File: config.mk
export PLATFORM = sky130hd
export DESIGN_NAME = bus_arbiter
export DESIGN_NICKNAME = d
export VERILOG_FILES = /design/src/rtl/bus_arbiter_pkg.sv /design/src/rtl/bus_arb_rr_pick.sv /design/src/rtl/bus_arbiter.sv
export SDC_FILE = /design/constraint.sdc
export NUM_CORES = 1
export LEC_CHECK = 0
export BUFFER_PORTS_ARGS = -buffer_cell sky130_fd_sc_hd__buf_2
export CAP_MARGIN = 40
export CORE_UTILIZATION = 45
export CTS_CLUSTER_DIAMETER = 30
export DETAILED_ROUTE_END_ITERATION = 7
export MAX_ROUTING_LAYER = met4
export PLACE_DENSITY = 0.67
export SETUP_SLACK_MARGIN = 0.3
export SYNTH_ARGS = -nofsm -noshare
export SYNTH_HDL_FRONTEND = slang
export SYNTH_SLANG_ARGS = --single-unit
export TNS_END_PERCENT = 20
File: constraint.sdc
create_clock -name clk -period 4.6 [get_ports clk]
set_input_delay 0.23 -clock clk [delete_from_list [all_inputs] [get_ports clk]]
set_output_delay 0.23 -clock clk [all_outputs]
set_load 0.02 [all_outputs]
File: src/rtl/bus_arbiter_pkg.sv
// bus_arbiter_pkg: shared bus definitions used by the bus arbiter slice.
//   BUS_MASTER_CNT    : default number of bus masters
//   BUS_OWNER_BUS     : width of the owner index (clog2 of BUS_MASTER_CNT)
//   bus_arb_state_e   : arbiter FSM state encodings
//   ENABLE_/DISABLE_  : levels for active-low bus control lines
package bus_arbiter_pkg;

  localparam int BUS_MASTER_CNT = 4;
  localparam int BUS_OWNER_BUS  = 2;

  typedef enum logic {
    BUS_ARB_STATE_IDLE  = 1'b0,
    BUS_ARB_STATE_GRANT = 1'b1
  } bus_arb_state_e;

  // Active-low control levels: a line is "enabled" when driven low.
  localparam logic ENABLE_  = 1'b0;
  localparam logic DISABLE_ = 1'b1;

endpackage

File: src/rtl/bus_arb_rr_pick.sv
// bus_arb_rr_pick: combinational rotating-priority picker.
//   req   : active-high request vector
//   ptr   : index with highest priority this cycle
//   excl  : masters removed from consideration
//   found : some non-excluded request exists
//   index : first eligible requester at or above ptr, wrapping modulo N
module bus_arb_rr_pick
  import bus_arbiter_pkg::*;
#(
  parameter int N = BUS_MASTER_CNT,
  parameter int W = BUS_OWNER_BUS
) (
  input  logic [N-1:0] req,
  input  logic [W-1:0] ptr,
  input  logic [N-1:0] excl,
  output logic         found,
  output logic [W-1:0] index
);

  logic [W-1:0] idx;

  // Scan from the farthest offset down to zero so the nearest eligible
  // requester to ptr is the last one written. N is a power of two, so the
  // W-bit add wraps exactly modulo N.
  always_comb begin
    found = 1'b0;
    index = ptr;
    idx   = '0;
    for (int off = N - 1; off >= 0; off--) begin
      idx = ptr + W'(off);
      if (req[idx] && !excl[idx]) begin
        found = 1'b1;
        index = idx;
      end
    end
  end

endmodule

File: src/rtl/bus_arbiter.sv
// bus_arbiter: round-robin arbiter for the shared system bus.
//   clk       : single clock, rising-edge state updates
//   reset     : synchronous active-high reset
//   Req_      : per-master request, active low
//   Grnt_     : per-master grant, active low, registered, at most one low
//   Owner     : current or most recent grantee, selects the bus mux
//   BusBusy   : high while any grant is asserted (registered with Grnt_)
//   HoldErr   : sticky flag, set when one grant lasts HOLD_MAX cycles
//   HoldErrId : owner that first raised HoldErr
// A grant is held until its owner releases; on release the next requester
// (rotating from the master after the last grantee) is granted on the same
// edge, with no idle cycle in between. Every output is a register.
module bus_arbiter
  import bus_arbiter_pkg::*;
#(
  parameter int MASTER_CNT = BUS_MASTER_CNT,
  parameter int OWNER_W    = BUS_OWNER_BUS,
  parameter int HOLD_MAX   = 255
) (
  input  logic                  clk,
  input  logic                  reset,
  input  logic [MASTER_CNT-1:0] Req_,
  output logic [MASTER_CNT-1:0] Grnt_,
  output logic [OWNER_W-1:0]    Owner,
  output logic                  BusBusy,
  output logic                  HoldErr,
  output logic [OWNER_W-1:0]    HoldErrId
);

  localparam logic [15:0] HOLD_LIM = 16'(HOLD_MAX);

  bus_arb_state_e        state_r, state_n;
  logic [OWNER_W-1:0]    ptr_r, ptr_n;
  logic [15:0]           cnt_r, cnt_n;
  logic [MASTER_CNT-1:0] grnt_n;
  logic [OWNER_W-1:0]    owner_n, err_id_n;
  logic                  busy_n, err_n;

  logic [MASTER_CNT-1:0] excl;
  logic                  pick_found;
  logic [OWNER_W-1:0]    pick_idx;
  logic                  owner_req;

  bus_arb_rr_pick #(
    .N (MASTER_CNT),
    .W (OWNER_W)
  ) u_pick (
    .req   (~Req_),
    .ptr   (ptr_r),
    .excl  (excl),
    .found (pick_found),
    .index (pick_idx)
  );

  assign owner_req = (Req_[Owner] == ENABLE_);

  always_comb begin
    state_n  = state_r;
    ptr_n    = ptr_r;
    cnt_n    = cnt_r;
    grnt_n   = Grnt_;
    owner_n  = Owner;
    err_n    = HoldErr;
    err_id_n = HoldErrId;
    excl     = '0;

    // While granted, the owner never competes in its own handover.
    if (state_r == BUS_ARB_STATE_GRANT) begin
      excl[Owner] = 1'b1;
    end

    if (state_r == BUS_ARB_STATE_GRANT && owner_req) begin
      // Holding: count toward the limit; the grant itself is never revoked.
      if (cnt_r != HOLD_LIM) begin
        cnt_n = cnt_r + 16'd1;
        if ((cnt_r + 16'd1 == HOLD_LIM) && !HoldErr) begin
          err_n    = 1'b1;
          err_id_n = Owner;
        end
      end
    end else if (pick_found) begin
      // Fresh grant from IDLE or direct handover on release.
      grnt_n           = {MASTER_CNT{DISABLE_}};
      grnt_n[pick_idx] = ENABLE_;
      owner_n          = pick_idx;
      ptr_n            = pick_idx + OWNER_W'(1);
      cnt_n            = '0;
      state_n          = BUS_ARB_STATE_GRANT;
    end else begin
      // Nobody waiting: drop the bus, Owner keeps the last grantee.
      grnt_n  = {MASTER_CNT{DISABLE_}};
      state_n = BUS_ARB_STATE_IDLE;
    end

    busy_n = ~&grnt_n;
  end

  always_ff @(posedge clk) begin
    if (reset) begin
      state_r   <= BUS_ARB_STATE_IDLE;
      ptr_r     <= '0;
      cnt_r     <= '0;
      Grnt_     <= {MASTER_CNT{DISABLE_}};
      Owner     <= '0;
      BusBusy   <= 1'b0;
      HoldErr   <= 1'b0;
      HoldErrId <= '0;
    end else begin
      state_r   <= state_n;
      ptr_r     <= ptr_n;
      cnt_r     <= cnt_n;
      Grnt_     <= grnt_n;
      Owner     <= owner_n;
      BusBusy   <= busy_n;
      HoldErr   <= err_n;
      HoldErrId <= err_id_n;
    end
  end

endmodule

# Word level (Yosys, flattened, before mapping)
# Cells that the tools add are included.
[classes] n_addsub=5 n_shift=0 bitwise_logic=4 n_div=0 n_lt_le_gt_ge=8 mul=0 eq_ne=3 mux=37 reduce_logical=19
[ops] cell="2-to-1 mux 16 bit" n=3
[ops] cell="binary-select mux 1 bit (select 2 bit)" n=9
[ops] cell="less-than comparator 2 x 3 -> 1 bit (second input constant)" n=6
[ops] cell="adder 16 x 1 -> 16 bit (second input constant)" n=1
[ops] cell="== test 16 x 8 -> 1 bit (second input constant)" n=1
[ops] cell="2-to-1 mux 1 bit" n=16
[ops] cell="inequality test 16 x 8 -> 1 bit (second input constant)" n=1
[ops] cell="2-to-1 mux 4 bit" n=3
[ops] cell="logical AND 1 bit" n=8
[ops] cell="2-to-1 mux 2 bit" n=4
[ops] cell="NOT 4 bit" n=2
[ops] cell="zero test 1 bit" n=6
[ops] cell="adder 2 x 1 -> 2 bit (second input constant)" n=2
[ops] cell="adder 2 bit (second input constant)" n=2
[ops] cell="demux 1 bit (select 2 bit)" n=2
[ops] cell=">= comparator 2 x 1 -> 1 bit (second input constant)" n=2
[ops] cell="AND reduction 2 bit" n=2
[ops] cell="AND reduction 4 bit" n=1
[ops] cell="AND reduction 3 bit" n=1
[ops] cell="inequality test 2 x 1 -> 1 bit (second input constant)" n=1
[ops] cell="NOT 1 bit" n=2
[ops] cell="nonzero test 2 bit" n=1
[word_totals] latchBits=0 n_memories=0 regBits=29 romBits=0 ramBits=0 wordCells=84

# Longest topological paths before layout
# Gate-level depths: netlist of run 1.
[logic_depth] ltp_word=22 depth_mapped=9

# Modules after synthesis
# From an unflattened synthesis of run 1, not the netlist that was laid out.
[unflattened] cells_unflattened=244 area_unflattened_um2=1863.0
[modules_own_cells] module="bus_arbiter" area_each_um2=1726.7 cells_each=223 n_inst=1 seq_area_each_um2=580.6
[modules_own_cells] module="bus_arb_rr_pick" area_each_um2=136.4 cells_each=21 n_inst=1 seq_area_each_um2=0.0

# Least setup slack after synthesis of run 1
# Ideal clock, no wire load.
[synth_timing] kind="register to register" start="register Owner[0]" end="register HoldErrId[1]" synth_period_minus_slack_ps=2332 setup_time_ps=128 t_arrival_ps=2204 stages_incl_launch_ff=10 path_slack_ps=2268 path_cell_list="dfxtp_1 -> buf_6 -> mux4_2 -> nor2b_4 -> o21ai_2 -> buf_6 -> nor4_2 -> o2111a_2 -> mux2i_1 -> nor2_1"
[synth_between] elab_chain_len=5
[synth_lines] item="start: declaration" line_no="bus_arbiter.sv:24" text="output logic [OWNER_W-1:0] Owner,"
[synth_lines] item="start signal: assignment" line_no="bus_arbiter.sv:113" text="Owner <= owner_n;"
[synth_lines] item="binary-select mux 1 bit (select 2 bit)" line_no="bus_arbiter.sv:55" text="assign owner_req = (Req_[Owner] == ENABLE_);"
[synth_lines] item="2-to-1 mux 1 bit (not written as such)" line_no="bus_arbiter.sv:55"
[synth_lines] item="NOT 1 bit" line_no="bus_arbiter.sv:55"
[synth_lines] item="logical AND 1 bit" line_no="bus_arbiter.sv:72" text="if (state_r == BUS_ARB_STATE_GRANT && owner_req) begin"
[synth_lines] item="AND reduction 3 bit (no source line)"
[synth_lines] item="end signal: assignment" line_no="bus_arbiter.sv:116" text="HoldErrId <= err_id_n;"
[synth_lines] item="end: declaration" line_no="bus_arbiter.sv:27" text="output logic [OWNER_W-1:0] HoldErrId"
# No other way between the ends. The select of a mux whose other input is x is not followed.
# A chain may end at the register's enable or synchronous reset.

# Worst setup path in the final report of run 1
[layout_timing] start="register cnt_r[0]" end="register HoldErrId[1]"
[layout_between] elab_chain_len=4 elab_cells_between_ends=5
[layout_lines] item="start: declaration" line_no="bus_arbiter.sv:34" text="logic [15:0] cnt_r, cnt_n;"
[layout_lines] item="start signal: assignment" line_no="bus_arbiter.sv:111" text="cnt_r <= cnt_n;"
[layout_lines] item="adder 16 x 1 -> 16 bit" line_no="bus_arbiter.sv:76" text="if ((cnt_r + 16'd1 == HOLD_LIM) && !HoldErr) begin"
[layout_lines] item="== test 16 x 8 -> 1 bit" line_no="bus_arbiter.sv:76"
[layout_lines] item="logical AND 1 bit" line_no="bus_arbiter.sv:76"
[layout_lines] item="AND reduction 3 bit (no source line) *"
# Mark *: on every way between the ends. The rest lies on a longest branch, timed or not.

==> results of run 1 <==
[stage by stage]
stage	cells	total power, mW	hold slack, ns	setup WS (ns)	utilization [%]
finish	279	0.7096	0.4011	2.014	51.30
global route	279	0.7535	0.4203	1.843	51.30
CTS	279	0.7115	0.3998	2.047	51.30
detailed placement	271	0.5084	0.4841	2.049	48.94
global placement	271	0.5082	0.4847	2.112	48.94
floorplan	221	0.4688	0.4745	2.268	-
[area by class of cell]
type	count	area share, %
repair buffers	15	3.997
well taps	48	3.198
flip-flops and latches	29	30.91
clock buffers	5	3.664
inverters	4	0.7995
multi-input cells	175	56.50
clock inverters	3	0.9327
[sequential cells by signal, summed over array words and instances, names as in the netlist]
register,count
ptr_r,2
HoldErrId,2
Grnt_,4
state_r,1
BusBusy,1
Owner,2
HoldErr,1
cnt_r,16
[worst paths after layout]
kind	end	slack (ns)	depth (start not counted)
worst max register to register	HoldErrId[1]	2.01	8
worst min-delay path	HoldErrId[0]	0.40	2
worst max-delay path	HoldErrId[1]	2.01	8
worst min register to register	HoldErrId[0]	0.50	2
[kinds of logic (layout without fill, tap and decap cells)]
kind of cell	count (synthesis)	count (layout)	share of synthesized area [%]
buffers and inverters	17	27	4.581
muxes	4	4	3.055
and+or+nand+nor	97	97	29.67
adders and majority gates	2	2	1.454
DFF	29	29	33.75
AOI/OAI and AO/OA	66	66	24.44
xor gates and xnor gates	6	6	3.055
[power groups by stage]
| stage | combinational, mW | clock, mW | sequential (mW) |
|---|---|---|---|
| 6_report | 0.201 | 0.204 | 0.304 |
| 5_1_grt | 0.224 | 0.220 | 0.310 |
| 4_1_cts | 0.202 | 0.206 | 0.304 |
| 3_5_place_dp | 0.200 | 0 | 0.309 |
| 3_3_place_gp | 0.200 | 0 | 0.309 |
| 2_1_floorplan | 0.160 | 0 | 0.309 |
[Yosys cell counts (3+ instances only)]
master,number
sky130_fd_sc_hd__a211oi_1,6
sky130_fd_sc_hd__nand4_1,3
sky130_fd_sc_hd__nand2b_1,3
sky130_fd_sc_hd__and2_1,4
sky130_fd_sc_hd__nor2_1,38
sky130_fd_sc_hd__a31oi_1,5
sky130_fd_sc_hd__o21ai_0,11
sky130_fd_sc_hd__o211ai_1,4
sky130_fd_sc_hd__and3_1,4
sky130_fd_sc_hd__mux2i_1,3
sky130_fd_sc_hd__dfxtp_1,29
sky130_fd_sc_hd__nand2_1,10
sky130_fd_sc_hd__or2_2,3
sky130_fd_sc_hd__xnor2_1,4
sky130_fd_sc_hd__inv_1,4
sky130_fd_sc_hd__a21oi_1,25
sky130_fd_sc_hd__nor3_1,7
sky130_fd_sc_hd__nand3_1,9
sky130_fd_sc_hd__clkbuf_1,10
[layer usage]
metal | vias up | track usage (%) | part of all wire (%)
met2 | 55 | 30.72 | 43
met5 | - | - | 0
met1 | 748 | 28.81 | 50
met4 | 0 | 7.670 | 1.6
met3 | 7 | 4.643 | 5.5
li1 | 831 | - | -
==> qor.tcl, run 1 <==
set qor(layout_min_cycle_time_ns) 2.586
set qor(placementRows) 22
set qor(max_stage_delay_ns) 0.58
set qor(rsz_0062_raised_after_global_routing) {no}
set qor(synthToLayoutAreaGrowth_pct) 9.164
set qor(clock_insertion_delay_worst_skew_ns) 0.28
set qor(worst_ep_required_time_ns) 4.75
set qor(drtAntennaViolNets) 0
set qor(worst_slew_pin_slew_ns) 0.6036
set qor(cts_root_buf) {sky130_fd_sc_hd__clkbuf_8}
set qor(total_i_o_pin_count) 16
set qor(post_cts_resize_count) 0
set qor(postCtsHoldBufs) 0
set qor(cp.buffers_inverters) 0
set qor(crit_path_top_delay_cell) {sky130_fd_sc_hd__or4_1}
set qor(synth_top_cell_area_share_pct) 33.75
set qor(netlist_instances) 221
set qor(yosys-top-cells-area) {sky130_fd_sc_hd__dfxtp_1 (34%), sky130_fd_sc_hd__nor2_1 (8.3%), sky130_fd_sc_hd__a21oi_1 (7.3%), sky130_fd_sc_hd__o21ai_0 (3.2%), sky130_fd_sc_hd__nand3_1 (2.6%)}
set qor(timing.final.crit_share_pct) 56.22
set qor(synth-edff-count) 0
set qor(worst_setup_hold_path_clk_slew_ns) 0.07
set qor(syn_avg_cell_area_um2) 7.785
set qor(floorplan.die.height_um) 63.83
set qor(post_synth_instance_area_mm2) 0.001720
set qor(gpl.final_weighted_congestion) 0.8763
set qor(power.static_leakage_nw) 0.6667
set qor(initial_cell_density_of_the_core_pct) 46.99
set qor(via_count) 1641
set qor(cp-startpoint) {cnt_r[0]}
set qor(final.setup.tns_ns) 0
set qor(synth-warning-count) 0
set qor(synth_fp_nets) 229
set qor(worst_r2r_startpoint) {cnt_r[0]}
set qor(synth_top_cell_by_area) {sky130_fd_sc_hd__dfxtp_1}
set qor(pin_count_of_the_biggest_net_entering_global_routing) 30
set qor(finalMaxSlewViolations) 0
set qor(timing.critical_path.cells) {ha_1 -> and3_1 -> nand4_1 -> or4_1 -> a21oi_1 -> o2111a_2 -> mux2i_1 -> nor2_1}
set qor(floorplan.core_area_mm2) 0.003661
set qor(vias_per_cell) 5.882
set qor(worst_vdd_ir_mv) 0.1864
set qor(detailed_route_wire_length_um) 3839
set qor(initialDrtViolationCount) 121
set qor(avgRoutedWirePerCell_um) 13.76
set qor(gr-usage-all-layers_pct) 21.21
set qor(tritoncts) {yes}
set qor(synth.ff_latch_count) 29
set qor(gr-total-overflow) 0
set qor(die_outline_area_mm2) 0.004074
set qor(power_report.internal_total_uw) 454.4
set qor(place_area_mm2) 0.001792
set qor(comb_power_share_pct) 28.3
set qor(dr.pass1.iters) 4
set qor(cts.path.max_buffers) 2
set qor(achievable-frequency_ghz) 0.3867
set qor(nNetsFinal) 238
set qor(chipWidth_um) 63.83
set qor(grt_pass1_wl_um) 6499
set qor(crit_arrival_ns) 2.74
set qor(finalInstanceArea_mm2) 0.001878
set qor(drive_gt1_share_pct) 15.58
set qor(switching_power_share_of_the_total_pct) 35.97
set qor(timing.hold.worst.start) {reset}
set qor(post_cts.repair.setup_buffers) 0
set qor(critical_path_class) {reg2reg}
set qor(power-per-cell-area_mw_per_mm2) 377.8
set qor(hold_class) {in2reg}
set qor(hold_viol) 0
set qor(dp.final_hpwl_um) 2685
set qor(seqPwrFrac_pct) 42.9
set qor(critical_path.startpoint_type) {register}
set qor(status) {complete, no violations}
set qor(postSynth.topFlopCell) {sky130_fd_sc_hd__dfxtp_1}
set qor(n_fill_cell) 377
set qor(synth_cell_type_count) 47
set qor(synth_sequential_area_ratio_pct) 33.75
set qor(slew_limit_headroom_pct) 59.61
set qor(n_antenna_cell) 0
set qor(number_of_levels_in_the_clock_h_tree) 2
set qor(first_global_vias) 1381
set qor(max_cap_viol_count) 0
set qor(multi_input_area_mm2) 0.001061
set qor(number_of_buffers_created_by_cts) 5
set qor(sequential_cell_area_um2) 580.6
set qor(synth_async_sr_flop_share_pct) 0
set qor(most-common-layout-cells) {sky130_fd_sc_hd__nor2_1 (38), sky130_fd_sc_hd__dfxtp_1 (29), sky130_fd_sc_hd__a21oi_1 (25), sky130_fd_sc_hd__buf_2 (15), sky130_fd_sc_hd__o21ai_0 (11)}
set qor(io_buffer_count) 15
set qor(mostFrequentLayoutCell) {sky130_fd_sc_hd__nor2_1}
set qor(cts_num_sinks) 29
set qor(antenna_found_initial) 0
set qor(setup.worst_path.end_class) {register}
set qor(drc_errors) 0
set qor(setup_skew_ns) 0.005503
set qor(clock_power_share_pct) 28.8
set qor(dominant_delay_contributor_by_cell_family_on_the_critical_path) {simple AND/OR/NAND/NOR gates}
set qor(switching_power_uw) 255.2
set qor(setup_violations) 0
set qor(worstPathMaxFanout) 8
Power figures use the tool's default switching activity.
==> run 2: changes to the inputs <==
Clock period 4.6 ns to 2.5 ns, I/O delays scaled along.
==> run 2 against run 1 <==
Net effect: setup slack got worse by 1.7 ns; critical path depth unchanged; power grew 89%; clock power up 85%; count of clock-buffer cells in the layout grew 1; wire length up 7.2%; maximum frequency grew 16%; largest cell class unchanged.
==> qor.tcl, run 2 (synthesis results as in run 1) <==
set qor(first_global_vias) 1560
set qor(critical_path.startpoint_type) {register}
set qor(worstPathMaxFanout) 5
set qor(worst_setup_hold_path_clk_slew_ns) 0.07
set qor(final.setup.tns_ns) 0
set qor(worst_vdd_ir_mv) 0.4845
set qor(setup_skew_ns) 0.005839
set qor(max_cap_viol_count) 0
set qor(gr-total-overflow) 0
set qor(placementRows) 22
set qor(cts_num_sinks) 29
set qor(crit_arrival_ns) 2.39
set qor(cp-startpoint) {cnt_r[1]}
set qor(antenna_found_initial) 0
set qor(worst_r2r_startpoint) {cnt_r[1]}
set qor(number_of_levels_in_the_clock_h_tree) 2
set qor(power-per-cell-area_mw_per_mm2) 669.8
set qor(die_outline_area_mm2) 0.004074
set qor(cts_root_buf) {sky130_fd_sc_hd__clkbuf_8}
set qor(setup.worst_path.end_class) {register}
set qor(clock_insertion_delay_worst_skew_ns) 0.29
set qor(timing.hold.worst.start) {reset}
set qor(max_stage_delay_ns) 0.52
set qor(timing.final.crit_share_pct) 89.27
set qor(largest_register_ffs) 16
set qor(report.power.total_mw) 1.342
set qor(slew_limit_headroom_pct) 64.35
set qor(rsz_0062_raised_after_global_routing) {yes}
set qor(initial_cell_density_of_the_core_pct) 46.99
set qor(tritoncts) {yes}
set qor(worst_slew_pin_slew_ns) 0.5348
set qor(dominant_delay_contributor_by_cell_family_on_the_critical_path) {simple AND/OR/NAND/NOR gates}
set qor(timing.critical_path.cells) {ha_4 -> and3_4 -> nand4_1 -> or4_1 -> a21oi_1 -> o2111a_2 -> mux2i_1 -> nor2_1}
set qor(cp.buffers_inverters) 0
set qor(floorplan.die.height_um) 63.83
set qor(grt_pass1_wl_um) 7196
set qor(max_flop_register) {cnt_r}
set qor(dr.pass1.iters) 4
set qor(drive_gt1_share_pct) 21.49
set qor(achievable-frequency_ghz) 0.4481
set qor(floorplan.core_area_mm2) 0.003661
set qor(critical_path_class) {reg2reg}
set qor(setup_violations) 0
set qor(gpl.final_weighted_congestion) 0.8111
set qor(layout_min_cycle_time_ns) 2.232
set qor(avgRoutedWirePerCell_um) 14.19
set qor(cts.path.max_buffers) 2
set qor(rrSetupSlack_ns) 0.27
set qor(postCtsHoldBufs) 0
set qor(drc_errors) 0
set qor(power.static_leakage_nw) 0.7244
set qor(total_i_o_pin_count) 16
set qor(finalMaxSlewViolations) 0
set qor(hold_viol) 0
set qor(dp.final_hpwl_um) 2826
set qor(number_of_buffers_created_by_cts) 5
set qor(io_buffer_count) 15
set qor(chipWidth_um) 63.83
set qor(n_antenna_cell) 0
set qor(via_count) 1698
set qor(largest_registers) {cnt_r: 16 flops, Grnt_: 4 flops}
set qor(status) {complete, no violations}
set qor(initialDrtViolationCount) 153
set qor(mostFrequentLayoutCell) {sky130_fd_sc_hd__nor2_1}
set qor(vias_per_cell) 5.855
set qor(crit_path_top_delay_cell) {sky130_fd_sc_hd__or4_1}
set qor(worst_ep_required_time_ns) 2.66
set qor(synthToLayoutAreaGrowth_pct) 16.44
set qor(drtAntennaViolNets) 0
set qor(nNetsFinal) 249
set qor(hold_class) {in2reg}
set qor(gr-usage-all-layers_pct) 23.46
set qor(detailed_route_wire_length_um) 4115
set qor(most-common-layout-cells) {sky130_fd_sc_hd__nor2_1 (38), sky130_fd_sc_hd__dfxtp_1 (26), sky130_fd_sc_hd__a21oi_1 (25), sky130_fd_sc_hd__buf_2 (15)}
set qor(pin_count_of_the_biggest_net_entering_global_routing) 30
==> run 2: changes by cell type in the layout (fill, tap and decap cells not counted), sizes merged <==
cell and change:
buf +11, clkinvlp -1, clkbuf +1
==> run 2: worst paths after layout <==
check | to | depth (start not counted)
hold reg to reg | HoldErrId[1] | 2
setup / recovery | HoldErrId[1] | 8
setup reg to reg | HoldErrId[1] | 8
hold / removal | HoldErrId[0] | 2
==> run 2: final cells by class <==
class	count	area (um2)
Multi-Input combinational cell	175	1096
Fill cell	353	1658
Inverter	4	15.01
Clock buffer	6	72.57
Timing Repair Buffer	26	157.7
Sequential cell	29	591.8
Clock inverter	2	10.01
Tap cell	48	60.06
==> run 2: repair_timing <==
action,CTS,global route
endpoints found under the setup margin,2,18
gates resized for setup,0,3
buffers inserted,1,1
pin swaps,2,4
==> run 2: metal layers <==
metal / GRT usage (%) / wire, um / vias up
li1: - / - / 852
met1: 30.52 / 2127 / 812
met2: 34.97 / 1791 / 27
met3: 4.821 / 127 / 7
met4: 10.23 / 69 / 0
met5: - / 0 / -
==> run 2: power by group <==
part / total, mW / internal [mW] / switching [mW]
registers: 0.562 / 0.504 / 0.0582
clock network: 0.378 / 0.192 / 0.186
logic: 0.402 / 0.164 / 0.237
total: 1.34 / 0.861 / 0.481
==> run 2: through the flow <==
step | hold WS (ns) | util [%] | cells | setup WS (ns) | area, um2
global placement | 0.4741 | 51.57 | 280 | 0.3595 | 1888
CTS | 0.2897 | 54.03 | 289 | 0.3035 | 1978
global route | 0.3291 | 54.72 | 290 | 0.1862 | 2003
finish | 0.2968 | 54.72 | 290 | 0.2683 | 2003
floorplan | 0.4448 | - | 221 | 0.3022 | 1749
detailed placement | 0.4771 | 51.57 | 280 | 0.2852 | 1888
